**src/rtl/fetch_queue.sv**
```systemverilog
// fetch_queue: instruction fetch buffer between the PC register / instruction
// memory and decode. Each entry holds one fetched packet {pc, incPC, instr}.
// A small circular FIFO decouples fetch from decode stalls; a flush discards
// every buffered packet in one cycle.
//
// Ports:
//   clk                clock, all state updates on posedge
//   triggerRstN        synchronous active-low reset
//   inValid/inReady    fetch-side handshake; a packet is pushed when both are 1
//   inPC/inIncPC       pc and pc+4 of the fetched instruction
//   inInstr            instruction word
//   outValid/outReady  decode-side handshake; the head is popped when both are 1
//   outPC/outIncPC     head entry pc / incPC
//   outInstr           head entry instruction
//   flush              redirect: empty the queue
//   count              current occupancy (0..DEPTH)
//   almostFull         count >= DEPTH-1, early stall hint for the PC register
module fetch_queue #(
    parameter int ADDR_WIDTH = 32,
    parameter int DATA_WIDTH = 32,
    parameter int DEPTH      = 4
) (
    input  logic                     clk,
    input  logic                     triggerRstN,
    input  logic                     inValid,
    output logic                     inReady,
    input  logic [ADDR_WIDTH-1:0]    inPC,
    input  logic [ADDR_WIDTH-1:0]    inIncPC,
    input  logic [DATA_WIDTH-1:0]    inInstr,
    output logic                     outValid,
    input  logic                     outReady,
    output logic [ADDR_WIDTH-1:0]    outPC,
    output logic [ADDR_WIDTH-1:0]    outIncPC,
    output logic [DATA_WIDTH-1:0]    outInstr,
    input  logic                     flush,
    output logic [$clog2(DEPTH):0]   count,
    output logic                     almostFull
);

    localparam int PTR_W = $clog2(DEPTH);
    localparam int CNT_W = PTR_W + 1;
    localparam logic [CNT_W-1:0] FULL_CNT  = CNT_W'(DEPTH);
    localparam logic [CNT_W-1:0] AFULL_CNT = CNT_W'(DEPTH - 1);
    localparam logic [PTR_W-1:0] PTR_ONE   = PTR_W'(1);
    localparam logic [CNT_W-1:0] CNT_ONE   = CNT_W'(1);

    logic [ADDR_WIDTH-1:0] pcMem    [DEPTH];
    logic [ADDR_WIDTH-1:0] incPcMem [DEPTH];
    logic [DATA_WIDTH-1:0] instrMem [DEPTH];

    logic [PTR_W-1:0] rdPtr;
    logic [PTR_W-1:0] wrPtr;
    logic [CNT_W-1:0] cnt;
    logic             push;
    logic             pop;

    // Handshake flags come only from registered occupancy, so there is no
    // combinational path from outReady to inReady.
    assign inReady    = (cnt != FULL_CNT);
    assign outValid   = (cnt != '0);
    assign almostFull = (cnt >= AFULL_CNT);
    assign count      = cnt;

    assign push = inValid && inReady;
    assign pop  = outValid && outReady;

    // No bypass: the head always comes from storage, so a pushed packet is
    // visible one cycle after it is written at the earliest.
    assign outPC    = pcMem[rdPtr];
    assign outIncPC = incPcMem[rdPtr];
    assign outInstr = instrMem[rdPtr];

    always_ff @(posedge clk) begin
        if (!triggerRstN) begin
            rdPtr <= '0;
            wrPtr <= '0;
            cnt   <= '0;
            for (int i = 0; i < DEPTH; i++) begin
                pcMem[i]    <= '0;
                incPcMem[i] <= '0;
                instrMem[i] <= '0;
            end
        end else if (flush) begin
            // Concurrent push/pop are dropped; entry contents are left as is.
            rdPtr <= '0;
            wrPtr <= '0;
            cnt   <= '0;
        end else begin
            if (push) begin
                pcMem[wrPtr]    <= inPC;
                incPcMem[wrPtr] <= inIncPC;
                instrMem[wrPtr] <= inInstr;
                wrPtr           <= wrPtr + PTR_ONE;
            end
            if (pop) begin
                rdPtr <= rdPtr + PTR_ONE;
            end
            case ({push, pop})
                2'b10:   cnt <= cnt + CNT_ONE;
                2'b01:   cnt <= cnt - CNT_ONE;
                default: cnt <= cnt;
            endcase
        end
    end

endmodule
```
**config.mk**
```make
export PLATFORM = sky130hd
export DESIGN_NAME = fetch_queue
export DESIGN_NICKNAME = d
export VERILOG_FILES = /design/src/rtl/fetch_queue.sv
export SDC_FILE = /design/constraint.sdc
export NUM_CORES = 1
export LEC_CHECK = 0
export ABC_AREA = 1
export CORE_MARGIN = 3
export CORE_UTILIZATION = 50
export DETAILED_ROUTE_END_ITERATION = 12
export GPL_TIMING_DRIVEN = 0
export HOLD_SLACK_MARGIN = 0.08
export PLACE_DENSITY = 0.73
export SKIP_LAST_GASP = 1
export SYNTH_ARGS = -nofsm -noshare
export SYNTH_HDL_FRONTEND = slang
export SYNTH_SLANG_ARGS = --single-unit
export TNS_END_PERCENT = 1
```
**constraint.sdc**
```tcl
create_clock -name clk -period 14.55 [get_ports clk]
set_input_delay 2.1825 -clock clk [delete_from_list [all_inputs] [get_ports clk]]
set_output_delay 2.1825 -clock clk [all_outputs]
set_load 0.01 [all_outputs]
```
---- After elaboration in Yosys (flattened, before gate mapping) ----
Memory sizes are Yosys's and may differ from the RTL's. A register that Yosys moved wholly into a read port is not among the register bits.
Index checks and enable logic that the tools add are counted.
storage, ports and cells
  memories ................................ 3
  word-level logic and storage cells ...... 44
  bits in writable memories ............... 384
  bits in registers ....................... 7
memory list
  name      depth  width  rd ports  clocked after Yosys merged registers in  write ports  line  source
  incPcMem  4      32     1         1                                        4            48    logic [ADDR_WIDTH-1:0] incPcMem [DEPTH];
  instrMem  4      32     1         1                                        4            49    logic [DATA_WIDTH-1:0] instrMem [DEPTH];
  pcMem     4      32     1         1                                        4            47    logic [ADDR_WIDTH-1:0] pcMem [DEPTH];
operators by class
  add/subtract/negate cells ............... 4
  order comparisons ....................... 1
  muxes and demuxes ....................... 21
  reductions and logical operators ........ 8
  bitwise logic cells ..................... 1
  equality and inequality tests ........... 3
operator list
  kind                                                                                  number
  32-bit two-way mux                                                                    3
  32-bit OR reduction                                                                   3
  2-bit two-way mux                                                                     9
  1-bit two-way mux                                                                     8
  3-bit one-hot mux with 2 select lines                                                 1
  2-bit by 1-bit adder with 2-bit output (second input constant)                        2
  3-bit by 1-bit adder with 3-bit output (second input constant)                        1
  3-bit by 2-bit greater-or-equal comparator with 1-bit output (second input constant)  1
  3-bit != test (second input constant)                                                 1
  3-bit nonzero test                                                                    1
  3-bit by 1-bit subtractor with 3-bit output (second input constant)                   1
  2-bit by 1-bit equality test with 1-bit output (second input constant)                1
  2-bit equality test (second input constant)                                           1
  1-bit logical AND                                                                     2
  2-bit nonzero test                                                                    1
  2-bit OR reduction                                                                    1
  1-bit inverter                                                                        1

---- Depth between registers and ports, before layout ----
Gate-level depths: netlist of run 1.
  depth after elaboration ................. 8
  gate-level depth with buffers ........... 13

---- Least setup slack after synthesis of run 1 ----
Ideal clock, no wire load.
  path type ............................... input-to-reg
  start point ............................. input port inValid
  end point ............................... memory incPcMem[2][0] (enable)
  buffers on the path ..................... 2
  arrival time ............................ 9524 ps
  path slack .............................. 4343 ps
  stages on the path ...................... 4
  required time ........................... 13867 ps
  cell sequence ........................... clkbuf_1 nand4_4 buf_2 o21ai_0
RTL lines
  what         line  source
  from (decl)  25    input logic inValid,
  to (decl)    48

==> impl_metrics.env, run 1 <==
export IMPL_viasPerCell=5.72
export IMPL_crit_family="buffers and inverters"
export IMPL_htreeDepth=2
export IMPL_hp_class="register to register"
export IMPL_fin_ws_ns=9.13
export IMPL_syn_avg_cell_area_sq_um=11.0
export IMPL_area_delta_synth_final_pct=24.4
export IMPL_clkPwrFrac_pct=38.7
export IMPL_numPortBuffers=201
export IMPL_ys_top_cells_by_area="edfxtp_1 (68%), nor2_1 (8.6%), o21ai_0 (5.8%)"
export IMPL_synth_async_reset_ratio_pct=0
export IMPL_synth_top_area_cell="edfxtp_1"
export IMPL_hold_depth=2
export IMPL_ys_ff_latch=393
export IMPL_post_cts_setup_buffers=0
export IMPL_die_w_um=190
export IMPL_r2r_slack_ns=11.47
export IMPL_core_area_sq_um=33000
export IMPL_maxSlewHeadroom_pct=41.5
export IMPL_combPwrFrac_pct=9.9
export IMPL_drt_drc_violations_left=0
export IMPL_required_ns=12.37
export IMPL_hold_buffers=0
export IMPL_slowest_delay_ns=0.61
export IMPL_cts_buffers=42
export IMPL_netlist_area_leader_share_pct=67.9
export IMPL_die_y_um=190
export IMPL_tns_ns=0
export IMPL_vias=13000
export IMPL_grt_max_degree=53
export IMPL_synth_most_common_cell="nor2_1"
export IMPL_place_area_sq_um=19800
export IMPL_cts_tree="built"
export IMPL_status="finished, final reports clean"
export IMPL_cpMostUsedCell="buf_2"
export IMPL_diodes=0
export IMPL_hp_start="rdPtr[0]"
export IMPL_post_cts_resized=0
export IMPL_seq_power_share_pct=51.4
export IMPL_yosysWarnings=0
export IMPL_start_util_pct=51.4
export IMPL_dp_cells=2194
export IMPL_post_route_util_pct=63.9
export IMPL_swShare_pct=22.7
export IMPL_grt_use_total_pct=26.1
export IMPL_powerDensity_nw_per_um2=121
export IMPL_clock_sinks=393
export IMPL_path_clk_slew_ns=0.06
export IMPL_post_route_min_period_ns=5.42
export IMPL_clk_latency_ns=0.53
export IMPL_die_area_sq_um=36200
export IMPL_synth_edf_count=384
export IMPL_wl_per_cell_um=20.9
export IMPL_overflow=0
export IMPL_finalWirelength_um=47400
export IMPL_fin_skew_ns=0.0105
export IMPL_maxCapViolations=0
export IMPL_fin_crit_sh_pct=37.3
export IMPL_instances_no_fill=2271
export IMPL_r2r_start="count[1]"
export IMPL_p_total_mw=2.56
export IMPL_min_to="rdPtr[0]"
export IMPL_r2r_cells=7
export IMPL_hold_ws_ns=0.545
export IMPL_synth_area_sq_um=17000
export IMPL_use_met1_pct=35.8
export IMPL_rows=66
export IMPL_rsz0062_at_grt="no"
export IMPL_worst_pin_slew_ns=0.878
export IMPL_synth_commonest_cells="nor2_1 (389), edfxtp_1 (384), o21ai_0 (197)"
export IMPL_post_dp_hpwl_um=30600
export IMPL_clk_path_buf_depth=3
export IMPL_rr_endpoint="pcMem[1][22]"
export IMPL_setup_viol=0
export IMPL_leakagePower_nw=7.92
export IMPL_finalWeightedCongestion=0.793
export IMPL_cp_slowest_cell="clkdlybuf4s50_1"
export IMPL_grt_first_pass_wirelength_um=72900
export IMPL_synth_cells=1540
export IMPL_synthFlopType="edfxtp_1"
export IMPL_crit_path_end_kind="output pin"
export IMPL_crit_chain="buf_2 > inv_1 > buf_2 > clkbuf_1 > o21ai_0 > o22ai_1 > clkdlybuf4s50_1"
export IMPL_postLayoutCellArea_sq_um=21100
export IMPL_final_antenna_net_count=0
export IMPL_crit_type="register to output pin"
export IMPL_first_pass_iters=5
export IMPL_grt_busiest_layer="met2"
export IMPL_yosysSeqAreaShare_pct=69.0
export IMPL_ir_worst_vdd_mv=0.0966
export IMPL_p_switching_uw=579
export IMPL_critPathBufInv=5
export IMPL_intPower_mw=1.98
export IMPL_pre_cts_slack_ns=8.85
export IMPL_finalMaxSlewViolations=0
export IMPL_grt_pass1_vias=13000
export IMPL_cts_root_buf="clkbuf_16"
export IMPL_syn_nets=1643
export IMPL_fmax_mhz=184
export IMPL_synth_distinct_cells=24
export IMPL_startpoint_type="register"
export IMPL_num_nets_final=1899
export IMPL_ios=203
export IMPL_antenna_found_initial=0
export IMPL_first_iter_violations=1444
export IMPL_drive_gt1_share_pct=6.51
export IMPL_use_met3_pct=4.34
export IMPL_hold_viol=0
export IMPL_grtUsageMet2_pct=43.3
export IMPL_crit_arrival_ns=3.24
export IMPL_cp_max_fo=10
-- worst max-delay path by stage --
stage | endpoint | slack, ns | depth (start not counted)
3_3_place_gp | incPcMem[0][7] | -1.13 | 6
4_1_cts | outIncPC[24] | 9.14 | 7
3_5_place_dp | incPcMem[1][8] | 8.85 | 8
6_report | outIncPC[21] | 9.13 | 7
5_1_grt | outIncPC[24] | 8.97 | 7
2_1_floorplan | incPcMem[2][0] | 4.34 | 4
-- worst min-delay path: cells and delay by family, from the launching register on --
kind	cells	cell delay (ns)
AOI/OAI and AO/OA	1	0.08
buffers and inverters	1	0.09
DFF	1	0.32
-- placed cells by master (no fill, tap or decap), types with 25 or more instances in the layout --
cell               n
nor2_1           389
edfxtp_1         384
clkdlybuf4s50_1  201
o21ai_0          195
nor3_1           183
inv_1            109
o22ai_1           96
clkbuf_1          93
clkbuf_16         45
buf_2             25
-- kinds of logic (layout without fill, tap and decap cells) --
kind of cell               count (synthesis)  after routing  synth area share [%]
buffers and inverters                    236            525                  5.84
DFF                                      393            393                  69.0
and+or+nand+nor                          610            610                  15.5
adders and majority gates                  2              2                 0.192
AOI/OAI and AO/OA                        299            299                  9.53
-- final cells by class --
class	count	area [sq um]
Inverter	111	419
Clock buffer	58	1190
Clock inverter	19	80.1
Buffer	125	576
Fill cell	2565	11900
Timing Repair Buffer	212	2280
Tap cell	442	553
Multi-Input combinational cell	911	4310
Sequential cell	393	11700
-- state kept, by name (all words and copies together), names as in the netlist, named ones only --
name      count
wrPtr         2
instrMem    128
rdPtr         2
incPcMem    128
pcMem       128
count         3
-- layer usage --
layer	share of wire, %	vias to the layer above
li1	-	5962
met1	40	6253
met2	49	691
met3	9.2	76
met4	2.5	0
met5	0	-
-- power groups by stage --
stage	logic (mW)	clock network [mW]	registers [mW]
final	0.253	0.990	1.31
after CTS	0.253	0.993	1.31
after global routing	0.272	1.05	1.32
after global placement	0.237	0	1.35
after detailed placement	0.252	0	1.34
after floorplan	0.110	0	1.34
(Power assumes the default switching activity.)
==> run 2, diff against run 1 <==
==> constraint.sdc (replaced) <==
create_clock -name clk -period 5.39 [get_ports clk]
set_input_delay 0.8085 -clock clk [delete_from_list [all_inputs] [get_ports clk]]
set_output_delay 0.8085 -clock clk [all_outputs]
set_load 0.01 [all_outputs]
==> run 2 against run 1 <==
Clock-buffer cell count shrank 9. Clock power rose to 2.8 times the previous value. Register-to-register slack lost 9.1 ns. Critical endpoint is now outPC[26]. Largest power group unchanged. Largest cell class unchanged. Global-route usage is 0.15 points lower. Core utilization increased by 0.091 points. Non-clock buffer count did not move. Combinational power rose to 2.7 times the previous value. Sequential power rose to 2.7 times the previous value. First-iteration DRC count down 2.4%. Critical path depth decreased by 2. Via count is 0.22% higher.
==> impl_metrics.env, run 2 (same netlist as run 1, synthesis figures left out) <==
export IMPL_antenna_found_initial=1
export IMPL_fin_ws_ns=1.33
export IMPL_grt_first_pass_wirelength_um=72300
export IMPL_powerDensity_nw_per_um2=330
export IMPL_r2r_start="count[1]"
export IMPL_worst_pin_slew_ns=0.810
export IMPL_cp_max_fo=10
export IMPL_die_area_sq_um=36200
export IMPL_wl_per_cell_um=20.9
export IMPL_htreeDepth=2
export IMPL_instances_no_fill=2269
export IMPL_dp_cells=2194
export IMPL_hold_depth=2
export IMPL_grt_pass1_vias=12900
export IMPL_finalWirelength_um=47500
export IMPL_post_dp_hpwl_um=30800
export IMPL_cts_root_buf="clkbuf_16"
export IMPL_diodes=0
export IMPL_status="finished, final reports clean"
export IMPL_fin_crit_sh_pct=75.4
export IMPL_rows=66
export IMPL_clk_path_buf_depth=3
export IMPL_postLayoutCellArea_sq_um=21200
export IMPL_hp_start="rdPtr[1]"
export IMPL_crit_type="register to output pin"
export IMPL_ios=203
export IMPL_crit_family="buffers and inverters"
export IMPL_r2r_cells=7
export IMPL_slowest_delay_ns=0.65
export IMPL_layout_common_cells="nor2_1 (389), edfxtp_1 (384), clkdlybuf4s50_1 (201)"
export IMPL_setup_viol=0
export IMPL_cts_buffers=41
export IMPL_ir_worst_vdd_mv=0.179
export IMPL_post_route_util_pct=64.0
export IMPL_fmax_mhz=246
export IMPL_final_antenna_net_count=0
export IMPL_crit_chain="clkbuf_1 > clkbuf_1 > o21ai_0 > o22ai_1 > clkdlybuf4s50_1"
export IMPL_maxSlewHeadroom_pct=46.0
export IMPL_post_cts_resized=0
export IMPL_cp_depth=5
export IMPL_hold_buffers=0
export IMPL_maxCapViolations=0
export IMPL_fin_skew_ns=0.0177
export IMPL_final_common_cell="nor2_1"
export IMPL_overflow=0
export IMPL_tns_ns=0
export IMPL_start_util_pct=51.4
export IMPL_cts_tree="built"
export IMPL_rsz0062_at_grt="no"
export IMPL_leakagePower_nw=7.93
export IMPL_critPathBufInv=3
export IMPL_finalMaxSlewViolations=0
export IMPL_pre_cts_slack_ns=1.24
export IMPL_core_area_sq_um=33000
export IMPL_viasPerCell=5.73
export IMPL_clock_sinks=393
export IMPL_place_area_sq_um=19900
export IMPL_die_y_um=190
export IMPL_required_ns=4.58
export IMPL_num_nets_final=1898
export IMPL_crit_path_end_kind="output pin"
export IMPL_drive_gt1_share_pct=6.68
export IMPL_hp_class="register to register"
export IMPL_path_clk_slew_ns=0.05
export IMPL_die_w_um=190
export IMPL_drt_drc_violations_left=0
export IMPL_area_delta_synth_final_pct=24.5
export IMPL_vias=13000
export IMPL_reg_largest_list="incPcMem (128), instrMem (128), pcMem (128)"
export IMPL_post_cts_setup_buffers=0
export IMPL_startpoint_type="register"
export IMPL_clk_latency_ns=0.54
export IMPL_numPortBuffers=201
export IMPL_post_route_min_period_ns=4.06
export IMPL_cp_slowest_cell="dfxtp_1"
export IMPL_cpMostUsedCell="clkbuf_1"
export IMPL_first_iter_violations=1410
export IMPL_first_pass_iters=5
export IMPL_finalWeightedCongestion=0.823
export IMPL_crit_arrival_ns=3.25
export IMPL_hold_viol=0
export IMPL_grt_use_total_pct=26.0
export IMPL_grt_max_degree=60
==> run 2: changes by cell type in the layout (fill, tap and decap cells not counted), sizes merged <==
| cell | change |
|---|---|
| clkbuf | -9 |
| inv | +1 |
| clkinvlp | +2 |
| bufinv | +3 |
| clkinv | +1 |
==> run 2: layout make-up <==
cell class,instances,area [sq um]
inverter,111,419
clock inverter,26,199
tap,442,553
fill,2567,11900
multi-input combinational,911,4310
timing repair buffer,212,2280
clock buffer,49,1100
buffer,125,576
sequential,393,11700
==> run 2: metrics by stage <==
step	power [mW]	hold WS [ns]
2_1_floorplan	3.92	0.476
3_3_place_gp	4.28	0.490
3_5_place_dp	4.29	0.520
4_1_cts	7.00	0.542
5_1_grt	7.19	0.583
6_report	6.98	0.537
==> run 2: where the power goes <==
part           switching, mW  total, mW  internal (mW)
logic                  0.396      0.683          0.287
clock network           1.15       2.75           1.60
registers             0.0404       3.55           3.51
==> run 2: worst register-to-register path, cell delays in order (launching register included) <==
cell     delay [ns]
dfxtp_1        0.39
nor2_1         0.09
nand2_2        0.17
nand4_2        0.43
buf_2          0.38
buf_2          0.24
nand2_4        0.51
buf_16         0.41
==> run 2: metal layers <==
| layer | GRT usage (%) | vias up | part of all wire, % |
|---|---|---|---|
| met5 | 0 | - | 0.042 |
| met4 | 7.68 | 2 | 2.4 |
| met3 | 5.22 | 85 | 9.8 |
| met2 | 42.9 | 667 | 48 |
| met1 | 35.2 | 6311 | 39 |
| li1 | - | 5946 | - |
==> run 2: path summary, 6_finish.rpt <==
check             slack [ns]      endpoint
setup reg to reg        2.42  pcMem[1][16]
hold / removal          0.54      rdPtr[1]
setup / recovery        1.33     outPC[26]
hold reg to reg         0.54      rdPtr[1]
==> run 3, diff against run 2 <==
--- a/config.mk
+++ b/config.mk
@@ -11,7 +11,7 @@
 export DETAILED_ROUTE_END_ITERATION = 12
 export GPL_TIMING_DRIVEN = 0
 export HOLD_SLACK_MARGIN = 0.08
-export PLACE_DENSITY = 0.73
+export PLACE_DENSITY = 0.76
 export SKIP_LAST_GASP = 1
 export SYNTH_ARGS = -nofsm -noshare
 export SYNTH_HDL_FRONTEND = slang
==> constraint.sdc (replaced) <==
create_clock -name clk -period 3.53 [get_ports clk]
set_input_delay 0.5295 -clock clk [delete_from_list [all_inputs] [get_ports clk]]
set_output_delay 0.5295 -clock clk [all_outputs]
set_load 0.01 [all_outputs]
==> run 3 against run 2 <==
First-iteration DRC count rose by 6.1%. Wire length rose by 0.13%. Sequential share of layout area rose by 0.098 points. Final area fell by 0.17%. Sequential cell count did not move. Critical path type unchanged. Critical endpoint is now outPC[7]. Highest routed layer unchanged.
==> impl_metrics.env, run 3 (same netlist as run 1, synthesis figures left out) <==
export IMPL_status="finished, final reports clean"
export IMPL_ir_worst_vdd_mv=0.327
export IMPL_cts_buffers=40
export IMPL_dp_cells=2193
export IMPL_hold_buffers=0
export IMPL_rsz0062_at_grt="yes"
export IMPL_post_dp_hpwl_um=30900
export IMPL_hold_ws_ns=0.431
export IMPL_num_nets_final=1896
export IMPL_place_area_sq_um=19800
export IMPL_startpoint_type="register"
export IMPL_critPathBufInv=4
export IMPL_cts_root_buf="clkbuf_16"
export IMPL_crit_type="register to output pin"
export IMPL_fin_crit_sh_pct=97.6
export IMPL_ios=203
export IMPL_worst_pin_slew_ns=0.859
export IMPL_pre_cts_slack_ns=-0.350
export IMPL_fin_skew_ns=0.0141
export IMPL_grtUsageMet2_pct=43.2
export IMPL_final_common_cell="nor2_1"
export IMPL_hold_viol=0
export IMPL_instances_no_fill=2262
export IMPL_setup_viol=0
export IMPL_area_delta_synth_final_pct=24.3
export IMPL_slowest_delay_ns=0.60
export IMPL_die_y_um=190
export IMPL_crit_path_end_kind="output pin"
export IMPL_cts_tree="built"
export IMPL_hp_class="input pin to register"
export IMPL_core_area_sq_um=33000
export IMPL_finalWeightedCongestion=0.831
export IMPL_fin_ws_ns=0.0834
export IMPL_layout_common_cells="nor2_1 (389), edfxtp_1 (384), clkdlybuf4s50_1 (201)"
export IMPL_crit_family="buffers and inverters"
export IMPL_leakagePower_nw=7.98
export IMPL_crit_chain="buf_2 > clkbuf_4 > clkbuf_2 > nor2_1 > o22ai_1 > clkdlybuf4s50_1"
export IMPL_finalWirelength_um=47600
export IMPL_antenna_found_initial=1
export IMPL_grt_first_pass_wirelength_um=72600
export IMPL_vias=13000
export IMPL_use_met3_pct=5.20
export IMPL_cp_max_fo=10
export IMPL_required_ns=3.00
export IMPL_viasPerCell=5.76
export IMPL_clk_latency_ns=0.53
export IMPL_finalMaxSlewViolations=0
export IMPL_tns_ns=0
export IMPL_drt_drc_violations_left=0
export IMPL_numPortBuffers=201
export IMPL_grt_max_degree=56
export IMPL_grt_pass1_vias=13100
export IMPL_first_pass_iters=6
export IMPL_use_met1_pct=34.5
export IMPL_first_iter_violations=1496
export IMPL_htreeDepth=2
export IMPL_reg_largest_list="incPcMem (128), instrMem (128), pcMem (128)"
export IMPL_fmax_mhz=290
export IMPL_wl_per_cell_um=21.0
export IMPL_crit_arrival_ns=2.92
export IMPL_drive_gt1_share_pct=8.30
export IMPL_grt_use_total_pct=26.0
export IMPL_powerDensity_nw_per_um2=501
export IMPL_overflow=0
export IMPL_clock_sinks=393
export IMPL_die_w_um=190
export IMPL_clk_path_buf_depth=3
export IMPL_postLayoutCellArea_sq_um=21100
export IMPL_final_antenna_net_count=0
export IMPL_start_util_pct=51.4
export IMPL_grt_busiest_layer="met2"
export IMPL_path_clk_slew_ns=0.06
export IMPL_maxCapViolations=0
export IMPL_maxSlewHeadroom_pct=42.7
export IMPL_rows=66
export IMPL_die_area_sq_um=36200
export IMPL_post_route_min_period_ns=3.45
export IMPL_cp_slowest_cell="clkdlybuf4s50_1"
==> run 3: changes by cell type in the layout (fill, tap and decap cells not counted), sizes merged <==
cell / delta
clkbuf: +1
clkinv: -6
inv: -1
bufinv: +1
diode: +1
buf: -3
==> run 3: worst register-to-register path, cell delays in order, from the launching register on <==
cell and delay [ns]:
dfxtp_1 0.33, nor2_1 0.16, nand2_2 0.16, nand4_4 0.24, buf_2 0.35, buf_4 0.29, nand2_1 0.12, inv_4 0.64
buf_16 0.32
==> run 3: report_power, final <==
part           internal (mW)  switching [mW]  total (mW)
Combinational          0.436           0.604        1.04
Sequential              5.36          0.0617        5.42
Clock                   2.41            1.72        4.12
Total                   8.20            2.38        10.6
==> run 3: final timing paths <==
| kind | start | endpoint | slack [ns] | cells past startpoint |
|---|---|---|---|---|
| worst max-delay path | register | outPC[7] | 0.08 | 6 |
| worst min-delay path | inValid | wrPtr[0] | 0.43 | 3 |
| worst max register to register | count[0] | incPcMem[3][9] | 0.53 | 8 |
| worst min register to register | rdPtr[1] | register | 0.53 | 2 |
==> run 3: area by class of cell <==
cell class	instances	area, sq um
Clock inverter	20	199
Antenna cell	1	2.50
Sequential cell	393	11700
Tap cell	442	553
Buffer	125	618
Clock buffer	48	1050
Multi-Input combinational cell	911	4310
Inverter	111	419
Timing Repair Buffer	211	2250
Fill cell	2567	11900
==> run 3: layer usage <==
| metal | vias to the layer above | routed length [um] |
|---|---|---|
| met5 | - | 12 |
| met4 | 2 | 1430 |
| met3 | 107 | 4440 |
| met2 | 737 | 23100 |
| met1 | 6249 | 18500 |
| li1 | 5943 | - |
==> run 3: timing repair <==
item	in CTS	in global routing
setup endpoints to repair	71	88
endpoints found under the hold margin	0	0
pin swaps	0	0
setup buffers	0	0
resized for setup	10	43
==> run 3: per-stage QoR <==
step | power [mW] | util [%]
2_1_floorplan | 5.97 | -
3_5_place_dp | 6.55 | 60.0
6_report | 10.6 | 63.9
3_3_place_gp | 6.52 | 59.2
4_1_cts | 10.6 | 63.8
5_1_grt | 10.9 | 63.9
